`src/rtl/game_sequencer.sv`:
```
// Session controller for the piano-tiles game: sequences IDLE -> COUNTDOWN -> PLAYING -> GAME_OVER,
// drives score clear/increment pulses, tracks lives and hit streak, and keeps the best score.
module game_sequencer #(
    parameter int unsigned LIVES           = 3,
    parameter int unsigned COUNTDOWN_BEATS = 3,
    parameter int unsigned STREAK_W        = 8
) (
    input  logic                CLOCK_50,
    input  logic                reset,
    input  logic                start,
    input  logic                beat_tick,
    input  logic                key_hit,
    input  logic                song_end,
    input  logic [15:0]         score_bcd,
    output logic                running,
    output logic                score_clear,
    output logic                score_inc,
    output logic [2:0]          lives,
    output logic [STREAK_W-1:0] streak,
    output logic [3:0]          countdown,
    output logic [15:0]         best_bcd,
    output logic [1:0]          state
);

    typedef enum logic [1:0] {
        S_IDLE      = 2'b00,
        S_COUNTDOWN = 2'b01,
        S_PLAYING   = 2'b10,
        S_GAME_OVER = 2'b11
    } state_t;

    state_t                r_state;
    logic                  r_running;
    logic                  r_score_clear;
    logic                  r_score_inc;
    logic [2:0]            r_lives;
    logic [STREAK_W-1:0]   r_streak;
    logic [3:0]            r_countdown;
    logic [15:0]           r_best;
    logic [1:0]            r_cmp_pipe;
    logic                  w_game_end;

    always_comb begin
        w_game_end = 1'b0;
        if (r_state == S_PLAYING)
            w_game_end = song_end || (beat_tick && !key_hit && (r_lives == 3'd1));
    end

    always_ff @(posedge CLOCK_50) begin
        if (reset) begin
            r_state       <= S_IDLE;
            r_running     <= 1'b0;
            r_score_clear <= 1'b0;
            r_score_inc   <= 1'b0;
            r_lives       <= 3'(LIVES);
            r_streak      <= '0;
            r_countdown   <= '0;
            r_best        <= '0;
            r_cmp_pipe    <= '0;
        end else begin
            r_score_clear <= 1'b0;
            r_score_inc   <= 1'b0;
            // Best-score compare runs two edges after entering GAME_OVER so the
            // final increment has landed in score_bcd; independent of later restarts.
            r_cmp_pipe    <= {r_cmp_pipe[0], w_game_end};
            if (r_cmp_pipe[1] && (score_bcd > r_best))
                r_best <= score_bcd;

            case (r_state)
                S_IDLE, S_GAME_OVER: begin
                    if (start) begin
                        r_state       <= S_COUNTDOWN;
                        r_score_clear <= 1'b1;
                        r_lives       <= 3'(LIVES);
                        r_streak      <= '0;
                        r_countdown   <= 4'(COUNTDOWN_BEATS);
                    end
                end
                S_COUNTDOWN: begin
                    if (beat_tick) begin
                        if (r_countdown == 4'd1) begin
                            r_state     <= S_PLAYING;
                            r_running   <= 1'b1;
                            r_countdown <= '0;
                        end else begin
                            r_countdown <= r_countdown - 4'd1;
                        end
                    end
                end
                S_PLAYING: begin
                    if (beat_tick) begin
                        if (key_hit) begin
                            r_score_inc <= 1'b1;
                            if (r_streak != '1)
                                r_streak <= r_streak + STREAK_W'(1);
                        end else begin
                            r_streak <= '0;
                            r_lives  <= r_lives - 3'd1;
                        end
                    end
                    if (w_game_end) begin
                        r_state   <= S_GAME_OVER;
                        r_running <= 1'b0;
                    end
                end
                default: r_state <= S_IDLE;
            endcase
        end
    end

    assign state       = r_state;
    assign running     = r_running;
    assign score_clear = r_score_clear;
    assign score_inc   = r_score_inc;
    assign lives       = r_lives;
    assign streak      = r_streak;
    assign countdown   = r_countdown;
    assign best_bcd    = r_best;

endmodule

```
`config.mk`:
```
export PLATFORM = sky130hd
export DESIGN_NAME = game_sequencer
export DESIGN_NICKNAME = d
export VERILOG_FILES = /design/src/rtl/game_sequencer.sv
export SDC_FILE = /design/constraint.sdc
export NUM_CORES = 1
export LEC_CHECK = 0
export CAP_MARGIN = 20
export CORE_MARGIN = 2
export CORE_UTILIZATION = 30
export CTS_CLUSTER_SIZE = 28
export DETAILED_ROUTE_END_ITERATION = 8
export SLEW_MARGIN = 20
export SYNTH_ARGS = -nofsm -noshare
export SYNTH_HDL_FRONTEND = slang
export SYNTH_SLANG_ARGS = --single-unit
```
`constraint.sdc`:
```
create_clock -name CLOCK_50 -period 6 [get_ports CLOCK_50]
set_clock_uncertainty 0.15 [all_clocks]
set_input_delay 0.6 -clock CLOCK_50 [delete_from_list [all_inputs] [get_ports CLOCK_50]]
set_output_delay 0.6 -clock CLOCK_50 [all_outputs]
set_load 0.01 [all_outputs]
```
Word-level counts from Yosys, hierarchy flattened
Index checks and enable logic that the tools add are counted.
{ "classes": {"n_bitwise": 3, "n_lt_le_gt_ge": 1, "n_eq_ne": 13, "n_reduce_logical": 17, "addsub": 3, "n_mux": 25} }
{ "ops": {"columns": ["operator", "n"], "rows": [
  ["$mux 8", 4],
  ["$gt 16x16->1", 1],
  ["$pmux 8 s2", 1],
  ["$reduce_and 4->1", 4],
  ["$mux 4", 3],
  ["$ne 2x2->1 const B", 6],
  ["$mux 3", 3],
  ["$add 8x1->8 const B", 1],
  ["$mux 2", 4],
  ["$ne 8x8->1 const B", 1],
  ["$pmux 4 s2", 1],
  ["$mux 1", 6],
  ["$pmux 2 s3", 1],
  ["$pmux 3 s2", 1],
  ["$reduce_bool 2->1", 3],
  ["$eq 2x2->1 const B", 2],
  ["$eq 4x1->1 const B", 1],
  ["$reduce_or 2->1", 2],
  ["$sub 4x1->4 const B", 1],
  ["$eq 3x1->1 const B", 1],
  ["$logic_and 1x1->1", 3],
  ["$ne 3x2->1 const B", 1],
  ["$not 1->1", 3],
  ["$reduce_and 3->1", 1],
  ["7 further kinds", 7]
]} }
{ "word_totals": {"word_cells": 71, "output_inout_bits": 36, "register_bits": 38, "input_bits": 22} }

Depth between registers and ports, before layout
Gate-level depths: netlist of the first run.
{ "depth": {"word_depth": 7, "depth_mapped": 8, "ltp_nobuf": 7} }

Worst setup path before layout of the first run
No wires, ideal clock.
{ "synth_timing": {"kind": "input to register", "start": "in score_bcd[1]", "end": "reg r_best[0], in the netlist best_bcd[0]", "t_arrival_ns": 2.150, "t_required_ns": 5.778, "stages": 7, "setup_time_ns": 0.072, "path_slack_ns": 3.629, "n_path_buf": 1, "path_cell_list": "ha_1 > nor2b_1 > o211ai_1 > a2111o_1 > a31oi_4 > buf_12 > mux2i_1"} }
{ "synth_via": {"elab_chain_cells": 2} }
{ "synth_lines": {"columns": ["element", "line", "text"], "rows": [
  ["start, declared", "14", "input logic [15:0] score_bcd,"],
  ["$gt 16x16->1", "66", "if (r_cmp_pipe[1] && (score_bcd > r_best))"],
  ["$logic_and 1x1->1", "66", null],
  ["end signal, assigned", "67", "r_best <= score_bcd;"],
  ["end, declared", "39", "logic [15:0] r_best;"]
]} }
Every way passes these cells.
A chain may end at the register's enable or synchronous reset.

Worst setup path in the final report of the first run
{ "layout_timing": {"start": "in score_bcd[1]", "end": "reg r_best[14], in the netlist best_bcd[14]"} }
The elaborated chain is that of the path after synthesis.

==> flow_summary.json, run 1 <==
{
  "status": "completed",
  "hp-class": "flip-flop to flip-flop",
  "rows": 31,
  "synthCells": 259,
  "cp.required_ns": 6.06,
  "clk_pin_slew_worst_paths_ns": 0.07,
  "cts_tree": "built",
  "ys_ff_latch": 38,
  "overflow": 0,
  "reg2reg_depth": 7,
  "n_antenna_cell": 0,
  "post_cts_buffers": 0,
  "synth_nets": 305,
  "start_util_pct": 31.04,
  "multi_input_area_um2": 1363,
  "ys_warn_count": 0,
  "cp.arrival_ns": 2.91,
  "setup_ws_ns": 3.150,
  "ios": 58,
  "ir_worst_vdd_uv": 179.2,
  "worstPathMaxFanout": 16,
  "cts_resized": 0,
  "vias_per_cell": 4.582,
  "n_fill_cell": 761,
  "grt_antenna_before_repair": 0,
  "fin_cells": 414,
  "worst_pin_slew_ns": 0.7583,
  "hold_viol": 0,
  "die_area_um2": 8256,
  "grt_usage_pct": 12.35,
  "cts_buffers": 5,
  "port_buffers": 57,
  "dp.cells": 407,
  "drcViolationCount": 0,
  "clk_latency_ns": 0.28,
  "period_share_pct": 47.51,
  "die_h_um": 90.86,
  "wl_mm": 5.087,
  "synth_flop_cell": "dfxtp_1",
  "place_hpwl_mm": 3.759,
  "cts_root_buf": "clkbuf_8",
  "cts_buffer_depth": 2,
  "register_area_um2": 760.7,
  "seq_area_frac_synth_pct": 33.61,
  "dr.pass1.iters": 4,
  "rsz0062_at_grt": "false",
  "htreeDepth": 2,
  "total_power_uw": 748.0,
  "first_iter_violations": 38,
  "cts_sinks": 38,
  "grt_max_degree": 49,
  "power.density_nw_per_um2": 250.0,
  "routabilityCongestion": 0.8050,
  "final_cell_mix": "57 x clkdlybuf4s50_1, 39 x nand2b_1, 38 x dfxtp_1",
  "worstSetupPathType": "input port to flip-flop",
  "grt_pass1_wl_mm": 8.342,
  "holdBufCountCts": 0,
  "ant_nets": 0,
  "placed_area_um2": 2915,
  "area_growth_pct": 32.17,
  "post_synth_instance_area_um2": 2263,
  "fin_crit_ns": 2.850,
  "syn_area_per_cell_um2": 8.739,
  "worstHoldPathCells": 1,
  "coreArea_um2": 7292,
  "synth_cell_type_count": 37,
  "stdcell_area_um2": 2992,
  "cp-end-kind": "flip-flop",
  "drv_slew": 0,
  "wire_per_inst_um": 12.29,
  "grt_pass1_vias": 1789,
  "relSlewSlack_pct": 49.45,
  "max_freq_mhz": 350.8,
  "drive_gt1_share_pct": 4.127,
  "die_w_um": 90.86,
  "cap_violations": 0,
  "dr_total_vias": 1897,
  "p_leak_uw": 0.001094,
  "synth_edf_count": 0,
  "layout_commonest_cell": "clkdlybuf4s50_1",
  "setup_viol": 0,
  "async_flop_share_pct": 0,
  "fin_setup_tns_ns": 0,
  "startpoint_type": "input port",
  "dp_slack_ns": 2.845,
  "nNetsFinal": 361
}
## routing by layer
| layer | global-route usage [%] | up-vias | share of wire (%) |
|---|---|---|---|
| met4 | 3.662 | 0 | 0.79 |
| li1 | - | 997 | - |
| met1 | 16.37 | 846 | 51 |
| met3 | 3.172 | 5 | 4.4 |
| met2 | 19.78 | 49 | 44 |
| met5 | 0 | - | 0 |
## logic make-up after synthesis
logic type                 Yosys count  share of synthesized area (%)
and+or+nand+nor                    103                          26.31
AOI/OAI and AO/OA                   38                          10.83
DFF                                 38                          33.61
buffers and inverters               33                          6.192
adders and majority gates           24                          13.27
muxes                               16                          7.076
xor gates and xnor gates             7                          2.709
## power breakdown
part / total, uW / internal, uW / switching (uW)
Clock: 167 / 80.1 / 86.5
Sequential: 300 / 277 / 22.9
Combinational: 282 / 130 / 152
Total: 748 / 487 / 261
## registers in the layout (all words and copies together), names as in the netlist
register and cells:
best_bcd 16, countdown 4, lives 3, r_cmp_pipe 2
running 1, score_clear 1, score_inc 1, state 2
streak 8
## synthesized netlist by cell type, drive strengths merged (7+ instances only)
master | instances | area share [%]
nand2b | 39 | 11
dfxtp | 38 | 34
ha | 24 | 13
inv | 24 | 4.0
nor2 | 18 | 3.0
mux2i | 16 | 7.1
a21oi | 15 | 3.3
nand2 | 10 | 1.7
clkbuf | 8 | 1.3
o21ai | 8 | 1.8
nand4 | 7 | 2.2
xor2 | 7 | 2.7
## critical path: stages
cell	delay (ns)
clkdlybuf4s50_1	0.43
ha_1	0.31
nor2b_1	0.13
o211ai_1	0.09
a2111o_1	0.41
a31oi_4	0.66
mux2i_1	0.26
## final cells by class
class,instances,share of cell area [%]
Clock buffer,7,2.551
Inverter,24,3.011
Multi-Input combinational cell,188,45.55
Sequential cell,38,25.43
Tap cell,99,4.141
Timing Repair Buffer,58,19.32
## final timing paths
| check | slack, ns | endpoint | from |
|---|---|---|---|
| worst max-delay path | 3.15 | best_bcd[14] | score_bcd[1] |
| worst min-delay path | 0.30 | r_cmp_pipe[1] | r_cmp_pipe[0] |
| worst max register to register | 3.47 | best_bcd[14] | best_bcd[1] |
| worst min register to register | 0.30 | r_cmp_pipe[1] | r_cmp_pipe[0] |
## through the flow
stage	hold slack, ns	util (%)
5_1_grt	0.3180	41.03
4_1_cts	0.3048	41.03
6_report	0.2975	41.03
2_1_floorplan	0.2638	-
3_5_place_dp	0.2806	39.98
3_3_place_gp	0.2729	39.98
No activity file was read; power rests on OpenSTA's default activity.
==> run 2: changes to the inputs <==
Clock period 6 ns to 2.7 ns, I/O delays scaled along.
==> run 2 against run 1 <==
  * First-iteration DRC count shrank 13%
  * Core utilization grew 0.88 points
  * Flip-flop and latch count is the same
  * Via count grew 2.7%
  * Cell count grew 1.2%
  * Critical path depth grew 1
  * Final area grew 2.1%
  * Combinational power grew 120%
  * Non-clock buffer count grew 4
  * Critical endpoint is now best_bcd[6]
  * Clock power grew to 3.0 times the previous value
  * Routed wire length grew 1.6%
  * Global-route usage grew 0.24 points
==> flow_summary.json, run 2 (synthesis gave the netlist of run 1 again) <==
{
  "status": "completed",
  "nNetsFinal": 365,
  "critical-path-top-delay-family": "buffers and inverters",
  "cts_resized": 0,
  "port_buffers": 57,
  "register_area_um2": 760.7,
  "die_h_um": 90.86,
  "dr.pass1.iters": 4,
  "power.density_nw_per_um2": 586.5,
  "p_int_uw": 1182,
  "crit_chain": "clkdlybuf4s50_1 > ha_1 > nor2b_1 > o211ai_1 > a2111o_1 > a31oi_4 > buf_4 > mux2i_1",
  "clk_pin_slew_worst_paths_ns": 0.08,
  "grt_antenna_before_repair": 0,
  "fin_crit_ns": 2.251,
  "drive_gt1_share_pct": 5.938,
  "cts_sinks": 38,
  "wire_per_inst_um": 12.33,
  "p_leak_uw": 0.001128,
  "die_area_um2": 8256,
  "period_share_pct": 83.38,
  "die_w_um": 90.86,
  "holdBufCountCts": 0,
  "ant_nets": 0,
  "layout_commonest_cell": "clkdlybuf4s50_1",
  "drcViolationCount": 0,
  "worstSetupPathType": "input port to flip-flop",
  "post_cts_buffers": 0,
  "routabilityCongestion": 0.8106,
  "largest_reg_flops": 16,
  "worst_pin_slew_ns": 0.6208,
  "rsz0062_at_grt": "false",
  "cts_buffers": 5,
  "grt_usage_pct": 12.60,
  "cts_root_buf": "clkbuf_8",
  "grt_max_degree": 17,
  "relSlewSlack_pct": 58.36,
  "ios": 58,
  "grt_pass1_wl_mm": 8.521,
  "area_growth_pct": 34.99,
  "pwr-share-seq_pct": 37.1,
  "cp.arrival_ns": 2.32,
  "p_switching_uw": 610.1,
  "dr_total_vias": 1949,
  "clk_latency_ns": 0.29,
  "multi_input_area_um2": 1363,
  "fin_setup_tns_ns": 0,
  "fin_util_pct": 41.90,
  "ir_worst_vdd_uv": 344.8,
  "cap_violations": 0,
  "cp.required_ns": 2.77,
  "grt_pass1_vias": 1879,
  "htreeDepth": 2,
  "hp-class": "flip-flop to flip-flop",
  "slowest_stage": "clkdlybuf4s50_1",
  "worstPathMaxFanout": 11,
  "cp-end-kind": "flip-flop",
  "cts_tree": "built",
  "pwr-share-comb_pct": 35.3,
  "p_sw_share_pct": 34.05,
  "critPathBufInv": 2,
  "p_clk_share_pct": 27.6,
  "n_antenna_cell": 0,
  "overflow": 0,
  "coreArea_um2": 7292,
  "n_fill_cell": 769,
  "setup_viol": 0,
  "start_util_pct": 31.04,
  "drv_slew": 0,
  "wl_mm": 5.168,
  "first_iter_violations": 33,
  "max_stage_delay_ns": 0.44,
  "cts_buffer_depth": 2,
  "max_freq_mhz": 444.2,
  "startpoint_type": "input port",
  "rows": 31,
  "fin_hold_ws_ns": 0.2971,
  "final_cell_mix": "57 x clkdlybuf4s50_1, 39 x nand2b_1, 38 x dfxtp_1",
  "hold_viol": 0,
  "vias_per_cell": 4.652,
  "place_hpwl_mm": 3.973
}
==> run 2: cell count changes in the layout (fill, tap and decap cells not counted), sizes merged <==
| cell | before | now |
|---|---|---|
| buf | 1 | 5 |
| bufinv | 0 | 1 |
| clkbuf | 7 | 6 |
| clkinvlp | 0 | 1 |
==> run 2: path summary, 6_finish.rpt <==
kind | depth (start not counted) | endpoint | startpoint | slack [ns]
setup reg to reg | 8 | best_bcd[6] | best_bcd[1] | 0.47
setup / recovery | 8 | best_bcd[6] | score_bcd[1] | 0.45
hold / removal | 1 | r_cmp_pipe[1] | r_cmp_pipe[0] | 0.30
hold reg to reg | 1 | r_cmp_pipe[1] | r_cmp_pipe[0] | 0.30
==> run 2: per-stage QoR <==
step           cells  setup WS [ns]  total power [uW]  cell area, um^2
2_1_floorplan    259         0.4976              1078             2263
3_3_place_gp     411         0.2172              1304             2945
3_5_place_dp     411         0.1411              1313             2945
4_1_cts          419         0.4408              1822             3055
5_1_grt          419         0.2803              1922             3055
6_report         419         0.4487              1792             3055
==> run 2: power by group through the flow <==
stage / combinational, uW / sequential, uW / clock, uW
global placement: 625 / 678 / 0
detailed placement: 636 / 677 / 0
floorplan: 386 / 692 / 0
global route: 715 / 676 / 531
finish: 633 / 665 / 494
CTS: 640 / 666 / 516
==> run 2: worst reg2reg max path, cell delays in order (launching register included) <==
cell and delay (ns):
dfxtp_1 0.38, inv_1 0.06, ha_1 0.28, nor2b_1 0.14
o211ai_1 0.09, a2111o_1 0.40, a31oi_4 0.20, buf_4 0.26
mux2i_1 0.21
==> run 2: final cells by class <==
type,instances,share of cell area (%)
timing repair buffer,62,19.90
clock inverter,2,1.229
inverter,24,2.948
clock buffer,6,2.375
multi-input combinational,188,44.59
sequential,38,24.90
tap,99,4.054
==> run 2: layer usage <==
metal / track usage [%] / share of wire (%) / vias to the layer above
met5: 0 / 0 / -
met4: 2.652 / 0.75 / 0
met3: 3.589 / 5.2 / 5
met2: 20.83 / 44 / 46
met1: 16.37 / 50 / 893
li1: - / - / 1005
==> run 3: changes to the inputs <==
Clock period 2.7 ns to 2 ns, I/O delays scaled along.
==> run 3 against run 2 <==
  * The run now ends with negative setup slack left
  * Final area is 13% higher
  * Sequential share of layout area is 2.5 points lower
  * Count of clock-buffer cells in the layout stayed put
  * Critical endpoint is now best_bcd[9]
  * Register-to-register slack worse by 0.52 ns
  * Combinational power is 69% higher
==> flow_summary.json, run 3 (synthesis gave the netlist of run 1 again) <==
{
  "fin_hold_ws_ns": 0.08061,
  "max_stage_delay_ns": 0.48,
  "place_hpwl_mm": 4.034,
  "largest_reg_flops": 16,
  "power.density_nw_per_um2": 716.7,
  "placed_area_um2": 3198,
  "routabilityCongestion": 0.8909,
  "ios": 58,
  "drive_gt1_share_pct": 21.49,
  "total_power_uw": 2478,
  "ant_nets": 0,
  "die_area_um2": 8256,
  "cp.arrival_ns": 2.15,
  "wire_per_inst_um": 12.12,
  "nNetsFinal": 396,
  "layout_commonest_cell": "clkdlybuf4s50_1",
  "cts_buffer_depth": 2,
  "dr_total_vias": 2085,
  "relSlewSlack_pct": 74.88,
  "rows": 31,
  "final_cell_mix": "51 x clkdlybuf4s50_1, 39 x nand2b_1, 33 x buf_4",
  "coreArea_um2": 7292,
  "ir_worst_vdd_uv": 698.8,
  "clk_pin_slew_worst_paths_ns": 0.07,
  "holdBufCountCts": 0,
  "n_antenna_cell": 0,
  "fin_crit_ns": 2.086,
  "slowest_stage": "clkdlybuf4s50_1",
  "hold_viol": 0,
  "cp-end-kind": "flip-flop",
  "area_growth_pct": 52.79,
  "die_h_um": 90.86,
  "fin_setup_tns_ns": -1.037,
  "crit_chain": "clkdlybuf4s50_1 > ha_4 > nand4_4 > a2111o_1 > a31oi_4 > buf_12 > mux2i_1",
  "worst_pin_slew_ns": 0.3752,
  "grt_pass1_vias": 2033,
  "vias_per_cell": 4.654,
  "grt_pass1_wl_mm": 9.101,
  "worstSetupPathType": "input port to flip-flop",
  "clk_latency_ns": 0.28,
  "die_w_um": 90.86,
  "dr.pass1.iters": 4,
  "htreeDepth": 2,
  "cts_root_buf": "clkbuf_8",
  "cts_buffers": 5,
  "p_leak_uw": 0.001359,
  "stdcell_area_um2": 3458,
  "grt_max_degree": 49,
  "startpoint_type": "input port",
  "setup_viol": 16,
  "period_share_pct": 104.3,
  "overflow": 0,
  "drv_slew": 0,
  "port_buffers": 57,
  "cts_sinks": 38,
  "setup_ws_ns": -0.08639,
  "max_freq_mhz": 479.3,
  "rsz0062_at_grt": "true",
  "drcViolationCount": 0,
  "start_util_pct": 31.04,
  "grt_usage_pct": 13.32,
  "cap_violations": 0,
  "first_iter_violations": 75,
  "cts_tree": "built",
  "grt_antenna_before_repair": 0,
  "hp-class": "input port to flip-flop",
  "violations": "negative setup slack",
  "status": "finished, violations left",
  "cp.required_ns": 2.06,
  "worstPathMaxFanout": 12,
  "wl_mm": 5.430
}
[run 3: cell count changes in the layout (fill, tap and decap cells not counted), moves of 2 or more]
cell / delta
buf_12: +2
clkdlybuf4s50_1: -6
ha_1: -10
nor2b_1: -2
dlymetal6s2s_1: +6
ha_4: +9
inv_2: +3
buf_4: +28
dfxtp_2: +10
inv_1: -3
dfxtp_1: -10
[run 3: metal layers]
metal	routed length [um]	up-vias	track usage, %
met2	2556	57	22.51
met1	2529	953	16.80
li1	-	1065	-
met5	0	-	0
met4	77	0	3.409
met3	266	10	3.589
[run 3: area by class of cell]
class / count / area, um^2
Inverter: 24 / 90.09
Timing Repair Buffer: 93 / 884.6
Tap cell: 99 / 123.9
Fill cell: 724 / 3834
Multi-Input combinational cell: 188 / 1504
Sequential cell: 38 / 773.2
Clock buffer: 6 / 82.58
[run 3: worst max-delay path, delay by kind of cell]
family	cells	cell delay, ns
AOI/OAI and AO/OA	2	0.64
and+or+nand+nor	1	0.12
adders and majority gates	1	0.33
buffers and inverters	2	0.67
muxes	1	0.18
[run 3: timing repair]
action                                 4_1_cts  5_1_grt
setup endpoints to repair                   16       28
resized for setup                            0       32
setup buffers                                0        1
pin swaps                                    0        5
endpoints found under the hold margin        0        0
cloned                                       0        0
[run 3: worst paths after layout]
| path | start | to | slack (ns) | cells past startpoint |
|---|---|---|---|---|
| setup / recovery | score_bcd[15] | best_bcd[9] | -0.09 | 7 |
| setup reg to reg | best_bcd[15] | best_bcd[9] | -0.05 | 7 |
| hold reg to reg | r_cmp_pipe[0] | r_cmp_pipe[1] | 0.30 | 1 |
| hold / removal | score_bcd[8] | best_bcd[8] | 0.08 | 3 |
[run 3: per-stage QoR]
step	utilization, %	cells	setup slack, ns
4_1_cts	44.99	447	-0.05982
6_report	47.43	448	-0.08639
5_1_grt	47.43	448	-0.1556
3_5_place_dp	43.86	441	-0.3443
2_1_floorplan	-	259	-0.1180
3_3_place_gp	43.86	441	-0.3086
[run 3: power breakdown]
part | switching [uW] | internal [uW]
logic | 519 | 551
clock network | 258 | 266
registers | 52.7 | 833
